$ cat src/rtl/arcade_input_cond.sv
// arcade_input_cond: conditions the packed joystick word
// {coin, start2, start1, fire, up, down, left, right} from the source mux.
// Each bit is synchronised and debounced on a shared millisecond-scale tick.
// The coin bit is reshaped into fixed-width credit pulses with a minimum gap,
// and at most one extra credit can be queued.
// Optional autofire on the fire bit is enabled by defining INPUT_COND_AUTOFIRE_EN.

// Per-bit debouncer: stb follows din only after DEB_LEN mismatching ticks.
module arcade_input_cond_deb #(
    parameter int DEB_LEN = 8
) (
    input  logic clk_sys,
    input  logic reset,
    input  logic tick,
    input  logic din,
    output logic stb
);
    logic [7:0] cnt;
    logic [7:0] cnt_inc;

    assign cnt_inc = cnt + 8'd1;

    // Any return to the stable value restarts the count, even between ticks.
    always_ff @(posedge clk_sys) begin
        if (reset) begin
            cnt <= 8'd0;
            stb <= 1'b0;
        end else if (din == stb) begin
            cnt <= 8'd0;
        end else if (tick) begin
            if (cnt_inc == 8'(DEB_LEN)) begin
                stb <= din;
                cnt <= 8'd0;
            end else begin
                cnt <= cnt_inc;
            end
        end
    end
endmodule

module arcade_input_cond #(
    parameter int TICK_DIV = 12000,
    parameter int DEB_LEN  = 8,
    parameter int COIN_HI  = 6,
    parameter int COIN_LO  = 6,
    parameter int AF_HALF  = 4
) (
    input  logic       clk_sys,
    input  logic       reset,
    input  logic [7:0] joy_in,
    output logic [7:0] joy_out,
    output logic       credit_busy
);
    localparam int PW = (TICK_DIV > 1) ? $clog2(TICK_DIV) : 1;

    typedef enum logic [1:0] {C_IDLE, C_HIGH, C_GAP} coin_state_t;

    logic [PW-1:0] pre_cnt;
    logic          tick;
    logic [7:0]    sync_a, sync_b;
    logic [7:0]    stb;
    logic          stb7_q;
    logic          coin_ev;
    logic          coin_out;
    coin_state_t   state, state_n;
    logic [7:0]    ccnt, ccnt_n, ccnt_inc;
    logic          pending, pending_n;

    assign tick = (pre_cnt == PW'(TICK_DIV - 1));

    // Free-running prescaler producing a one-cycle tick every TICK_DIV cycles.
    always_ff @(posedge clk_sys) begin
        if (reset)     pre_cnt <= '0;
        else if (tick) pre_cnt <= '0;
        else           pre_cnt <= pre_cnt + 1'b1;
    end

    // Two-flop synchroniser for the asynchronous control word.
    always_ff @(posedge clk_sys) begin
        if (reset) begin
            sync_a <= 8'd0;
            sync_b <= 8'd0;
        end else begin
            sync_a <= joy_in;
            sync_b <= sync_a;
        end
    end

    genvar gi;
    generate
        for (gi = 0; gi < 8; gi++) begin : g_bit
            arcade_input_cond_deb #(.DEB_LEN(DEB_LEN)) u_deb (
                .clk_sys (clk_sys),
                .reset   (reset),
                .tick    (tick),
                .din     (sync_b[gi]),
                .stb     (stb[gi])
            );
        end
    endgenerate

    // Coin FSM registers, plus previous stb[7] for edge detection.
    always_ff @(posedge clk_sys) begin
        if (reset) begin
            state   <= C_IDLE;
            ccnt    <= 8'd0;
            pending <= 1'b0;
            stb7_q  <= 1'b0;
        end else begin
            state   <= state_n;
            ccnt    <= ccnt_n;
            pending <= pending_n;
            stb7_q  <= stb[7];
        end
    end

    assign coin_ev  = stb[7] & ~stb7_q;
    assign ccnt_inc = ccnt + 8'd1;

    // Coin next-state: HIGH for COIN_HI ticks, GAP for COIN_LO ticks, one queued credit.
    always_comb begin
        state_n   = state;
        ccnt_n    = ccnt;
        pending_n = pending;
        coin_out  = 1'b0;
        case (state)
            C_IDLE: begin
                if (coin_ev) begin
                    state_n = C_HIGH;
                    ccnt_n  = 8'd0;
                end
            end
            C_HIGH: begin
                coin_out = 1'b1;
                if (coin_ev) pending_n = 1'b1;
                if (tick) begin
                    if (ccnt_inc == 8'(COIN_HI)) begin
                        state_n = C_GAP;
                        ccnt_n  = 8'd0;
                    end else begin
                        ccnt_n = ccnt_inc;
                    end
                end
            end
            C_GAP: begin
                if (tick && (ccnt_inc == 8'(COIN_LO))) begin
                    ccnt_n = 8'd0;
                    // A queued credit wins; an edge arriving while one is queued is dropped.
                    if (pending) begin
                        pending_n = 1'b0;
                        state_n   = C_HIGH;
                    end else if (coin_ev) begin
                        state_n = C_HIGH;
                    end else begin
                        state_n = C_IDLE;
                    end
                end else begin
                    if (tick)    ccnt_n    = ccnt_inc;
                    if (coin_ev) pending_n = 1'b1;
                end
            end
            default: begin
                state_n = C_IDLE;
                ccnt_n  = 8'd0;
            end
        endcase
    end

    assign credit_busy = (state != C_IDLE) | pending;

`ifdef INPUT_COND_AUTOFIRE_EN
    logic       af_ph;
    logic [7:0] af_cnt;
    logic [7:0] af_inc;

    assign af_inc = af_cnt + 8'd1;

    // Autofire phase: held at 1 while fire is released, toggles every AF_HALF ticks while held.
    always_ff @(posedge clk_sys) begin
        if (reset || !stb[4]) begin
            af_ph  <= 1'b1;
            af_cnt <= 8'd0;
        end else if (tick) begin
            if (af_inc == 8'(AF_HALF)) begin
                af_ph  <= ~af_ph;
                af_cnt <= 8'd0;
            end else begin
                af_cnt <= af_inc;
            end
        end
    end

    // Output word: debounced bits, gated fire, shaped coin.
    always_comb begin
        joy_out    = {coin_out, stb[6:0]};
        joy_out[4] = stb[4] & af_ph;
    end
`else
    logic unused_af;
    assign unused_af = (AF_HALF > 0);

    // Output word: debounced bits and shaped coin.
    always_comb begin
        joy_out = {coin_out, stb[6:0]};
    end
`endif
endmodule

$ cat config.mk
export PLATFORM = sky130hd
export DESIGN_NAME = arcade_input_cond
export DESIGN_NICKNAME = d
export VERILOG_FILES = /design/src/rtl/arcade_input_cond.sv
export SDC_FILE = /design/constraint.sdc
export NUM_CORES = 1
export LEC_CHECK = 0
export CAP_MARGIN = 20
export CORE_MARGIN = 2
export CORE_UTILIZATION = 30
export CTS_CLUSTER_SIZE = 10
export DETAILED_ROUTE_END_ITERATION = 7
export SETUP_SLACK_MARGIN = 0.02
export SLEW_MARGIN = 20
export SYNTH_ARGS = -nofsm -noshare
export SYNTH_HDL_FRONTEND = slang
export SYNTH_SLANG_ARGS = --single-unit
$ cat constraint.sdc
create_clock -name clk_sys -period 2.9 [get_ports clk_sys]
set_clock_uncertainty 0.15 [all_clocks]
set_input_delay 0.435 -clock clk_sys [delete_from_list [all_inputs] [get_ports clk_sys]]
set_output_delay 0.435 -clock clk_sys [all_outputs]
set_load 0.01 [all_outputs]
After elaboration in Yosys (flattened, before gate mapping)

Index checks and enable logic that the tools add are counted.

Logic and storage cells: 117
Register bits: 114

Eq/ne operators: 25
Bitwise logic cells: 11
Reduce and logical (&&, ||, !) cells: 23
Multiplexer cells: 25
Add/sub/neg operators: 10

Operators by type and width:

| cell                                                             | number |
|---|---|
| 8-bit two-way mux                                                | 13 |
| 8-bit by 1-bit adder with 8-bit output (second input constant)   | 9 |
| 8-bit by 4-bit == test with 1-bit output (second input constant) | 8 |
| 3-bit AND reduction                                              | 9 |
| 8-bit one-hot mux with 3 select lines                            | 1 |
| 2-bit OR reduction                                               | 9 |
| 14-bit by 1-bit adder with 14-bit output (second input constant) | 1 |
| 14-bit == test (second input constant)                           | 1 |
| 1-bit NOT                                                        | 9 |
| 1-bit == test                                                    | 8 |
| 8-bit by 3-bit == test with 1-bit output (second input constant) | 1 |
| 2-bit two-way mux                                                | 4 |
| 2-bit != test (second input constant)                            | 4 |
| 2-bit one-hot mux with 3 select lines                            | 1 |
| 1-bit two-way mux                                                | 5 |
| 4-bit AND reduction                                              | 1 |
| 2-bit nonzero test                                               | 2 |
| 3-bit != test (second input constant)                            | 1 |
| 2-bit by 1-bit == test with 1-bit output (second input constant) | 1 |
| 2-bit == test (second input constant)                            | 1 |
| 2-bit logical NOT                                                | 1 |
| 1-bit one-hot mux with 2 select lines                            | 1 |
| 1-bit AND                                                        | 1 |
| 1-bit logical AND                                                | 1 |
| 1-bit bitwise OR                                                 | 1 |

Longest topological paths before layout

Depth in word-level cells: 6
Depth in mapped cells: 9
Mapped depth without buffers: 7

Modules after synthesis

A second synthesis with hierarchy kept.

Cell total of the unflattened synthesis: 692
Area total of the unflattened synthesis: 6153.4 um2

Modules (own cells, without submodules):

| module                | area an instance (um2) | cells each | times used |
|---|---|---|---|
| arcade_input_cond_deb | 518.0                  | 59         | 8 |
| arcade_input_cond     | 2009.4                 | 220        | 1 |

Worst setup path before layout

OpenSTA, ideal clock, no wires.

Path kind: reg-to-reg
Start: register pre_cnt[0]
End: register pre_cnt[10]
Cell stages (with the launch flop): 10
Data arrival time: 1.796 ns
Slack: 0.826 ns
Library setup time: 0.128 ns
Clock period less this slack: 2.074 ns
Cells stage by stage: dfxtp_1 -> ha_1 -> and4_1 -> and2_1 -> buf_2 -> nand2_1 -> buf_2 -> nand2_1 -> clkbuf_1 -> nor2_1

Cells in the longest elaborated chain, start to end: 2
Elaborated cells between the ends (all ways): 3

RTL lines:

| what                                                                             | RTL line | text |
|---|---|---|
| from (decl)                                                                      | 58       | `logic [PW-1:0] pre_cnt;` |
| from (signal assigned)                                                           | 75       | `else pre_cnt <= pre_cnt + 1'b1;` |
| branches (longest 2 deep; another with 14-bit by 1-bit adder with 14-bit output) | -        |  |

Several ways; the timed one is not identified.
A chain may end at the register's enable or synchronous reset.

Worst setup path in the final report

Start: register pre_cnt[0]
End: register g_bit[4].u_deb.cnt[6]

Cells in the longest elaborated chain, start to end: 1

RTL lines:

| what                 | RTL line | text |
|---|---|---|
| 14-bit == test       | 69       | `assign tick = (pre_cnt == PW'(TICK_DIV - 1));` |
| to (signal assigned) | 35       | `cnt <= cnt_inc;` |
| to (decl)            | 18       | `logic [7:0] cnt;` |

Every way passes these cells.

==> out/results.ini <==
[status]
status = finished clean

[sta]
maxSlewViolCount = 0
rsz0062_at_grt = false
setup_viol = 0
fin_crit_sh_pct = 84.4
slew_headroom_pct = 55.2
setup_tns_ns = 0
hold_viol = 0
min_period_ns = 2.45
tightest_slew_ns = 0.668
fmax_ghz = 0.409

[detailed_routing]
drt-total-wl_um = 11900
ant_nets = 0
met1_length_um = 5760
drc_errors = 0
drt-vias-per-instance = 4.92
vias = 4577
highest_layer = met4
wl_met2_um = 5510
first_pass_iters = 5
wl_per_cell_um = 12.8
met3_length_um = 456
drtIter0Drc = 244

[clocking]
cts-resized-gates = 0
h-tree-depth = 4
cts_tree = done
cts_max_path_buffers = 2
post_cts_buffers = 0
postCtsHoldBufs = 0
cts_buffers = 17
cts.reportedPaths.clkPinSlew_ns = 0.05
cts_sinks = 114
clk_latency_ns = 0.42
cts_root_buffer = clkbuf_16

[power]
power_switching_w = 0.000781
fin_total_pwr_w = 0.00367
power_density_nw_per_um2 = 552
clkPwrFrac_pct = 52.9
leakagePower_nw = 2.25
combPwrFrac_pct = 3.7
power.share.switching_pct = 21.2
ir_drop_uv = 391
intPower_w = 0.00289
sequentialPowerShare_pct = 43.4

[critical_path]
worstSetupStartpointType = register
arrival_ns = 2.65
crit_type = reg -> reg
cp.required_ns = 3.10
path_max_fanout = 24
critPathCaptureType = register

[floorplanning]
rows = 50
start_util_pct = 30.5
die_y_um = 142
die_area_um2 = 20100
die_width_um = 142
ios = 19
fp.coreArea_um2 = 18700

[finish]
antenna_cells = 0
nets = 711
design_area_um2 = 6660
fin_cells = 930
area_delta_synth_final_pct = 16.6
final_util_pct = 35.6
layout-drive-gt1-share_pct = 8.19

[yosys]
synth-async-reset-ratio_pct = 0
synth_area_leader_cell = dfxtp_1
synth_edf_count = 0
syn_avg_cell_area_um2 = 8.55
netlist_area_um2 = 5710
yosysSeqAreaShare_pct = 40.0
synth_ff_type = dfxtp_1
yosysMostFrequentCell = dfxtp_1
synth_common_cells = dfxtp_1, nor2_1, nand2_1
synth_cell_types = 61
synth_area_leaders = dfxtp_1, xnor2_1, nor2_1
netlist_instances = 668
synth_fp_nets = 694
ys_ff_latch = 114
yosysTopAreaCellShare_pct = 40.0
yosysWarnings = 0

[place]
gp_congestion = 0.817
dpl-instance-area_um2 = 6110
io_buffers = 18
dpl.cell_count = 900
dpl.hpwl_um = 8120

[global_route]
antenna_found_initial = 0
grt.total_usage_pct = 12.8
grt_max_degree = 33
grt_pass1_vias = 4318
grt_pass1_wl_um = 20600
gr-total-overflow = 0

[worst_hold_path]
hold_path_class = reg -> reg

[job]
cap_violations = 0

==> power groups by stage <==
stage / sequential [W] / combinational, W / clock [W]
after global routing: 0.00160 / 0.000152 / 0.00207
after global placement: 0.00163 / 0.000137 / 0
after detailed placement: 0.00163 / 0.000137 / 0
final: 0.00160 / 0.000136 / 0.00194
after CTS: 0.00160 / 0.000137 / 0.00199
after floorplan: 0.00163 / 0.0000897 / 0
==> cells by family after synthesis <==
family          count (synthesis)  synth area share, %
compound gates                 99                 11.1
xor+xnor                       69                 10.6
fa+ha+maj                      16                 3.51
buf+inv                        48                 4.16
flops                         114                 40.0
mux                             4                0.701
simple gates                  318                 30.0
==> path summary, 6_finish.rpt <==
path         slack, ns                   from  cells after the start                                 end
min               0.28   sync_a[7]$_SDFF_PP0_                      1                sync_b[7]$_SDFF_PP0_
min reg2reg       0.28   sync_a[7]$_SDFF_PP0_                      1                sync_b[7]$_SDFF_PP0_
max reg2reg       0.45  pre_cnt[0]$_SDFF_PP0_                      7  g_bit[4].u_deb.cnt[6]$_SDFFE_PP0N_
max               0.45  pre_cnt[0]$_SDFF_PP0_                      7  g_bit[4].u_deb.cnt[6]$_SDFFE_PP0N_
==> layout make-up <==
class,count,area (µm²)
well taps,234,293
multi-input cells,506,3200
clock inverters,5,52.6
repair buffers,28,268
flip-flops and latches,114,2280
clock buffers,25,495
inverters,18,67.6
fillers,1859,12000
==> metrics by stage <==
stage	hold WS (ns)	setup WS, ns
after global placement	0.269	0.495
after floorplan	0.264	0.826
after global routing	0.298	0.201
after detailed placement	0.271	0.456
after CTS	0.283	0.441
final	0.282	0.454
==> metal layers <==
layer	vias to the layer above	global-route usage [%]
met4	0	5.58
met3	16	3.53
met1	2099	16.6
met5	-	0
li1	2382	-
met2	80	20.1
==> state kept, by name, indices dropped and copies added (netlist names) <==
name	cells
ccnt	8
pre_cnt	14
g_bit.u_deb.cnt	64
pending	1
stb7_q	1
g_bit.u_deb.stb	8
sync_a	8
sync_b	8
state	2
==> cells in the final DEF (no fill, tap or decap), types with 5 or more instances in the layout <==
cell type	count
nor4_2	10
nor2b_1	24
and2_1	13
nand3_1	37
ha_1	16
inv_1	18
or4_1	5
and4_1	6
nor2_1	77
clkdlybuf4s50_1	18
or3_1	7
buf_4	9
xor2_1	32
nand4_1	21
dfxtp_1	114
o21ai_0	27
nor4_1	8
and3_1	6
nor3_1	20
a21oi_1	28
nand2_1	64
nand2b_1	5
clkbuf_16	17
xnor2_1	37
a32oi_1	5
==> worst max-delay path, stage by stage, from the launching register on <==
cell,delay (ns)
dfxtp_1,0.37
ha_1,0.23
and4_1,0.26
and2_1,0.22
buf_4,0.31
nand4_1,0.27
or3_1,0.41
a21oi_1,0.13
Power figures use the tool's default switching activity.
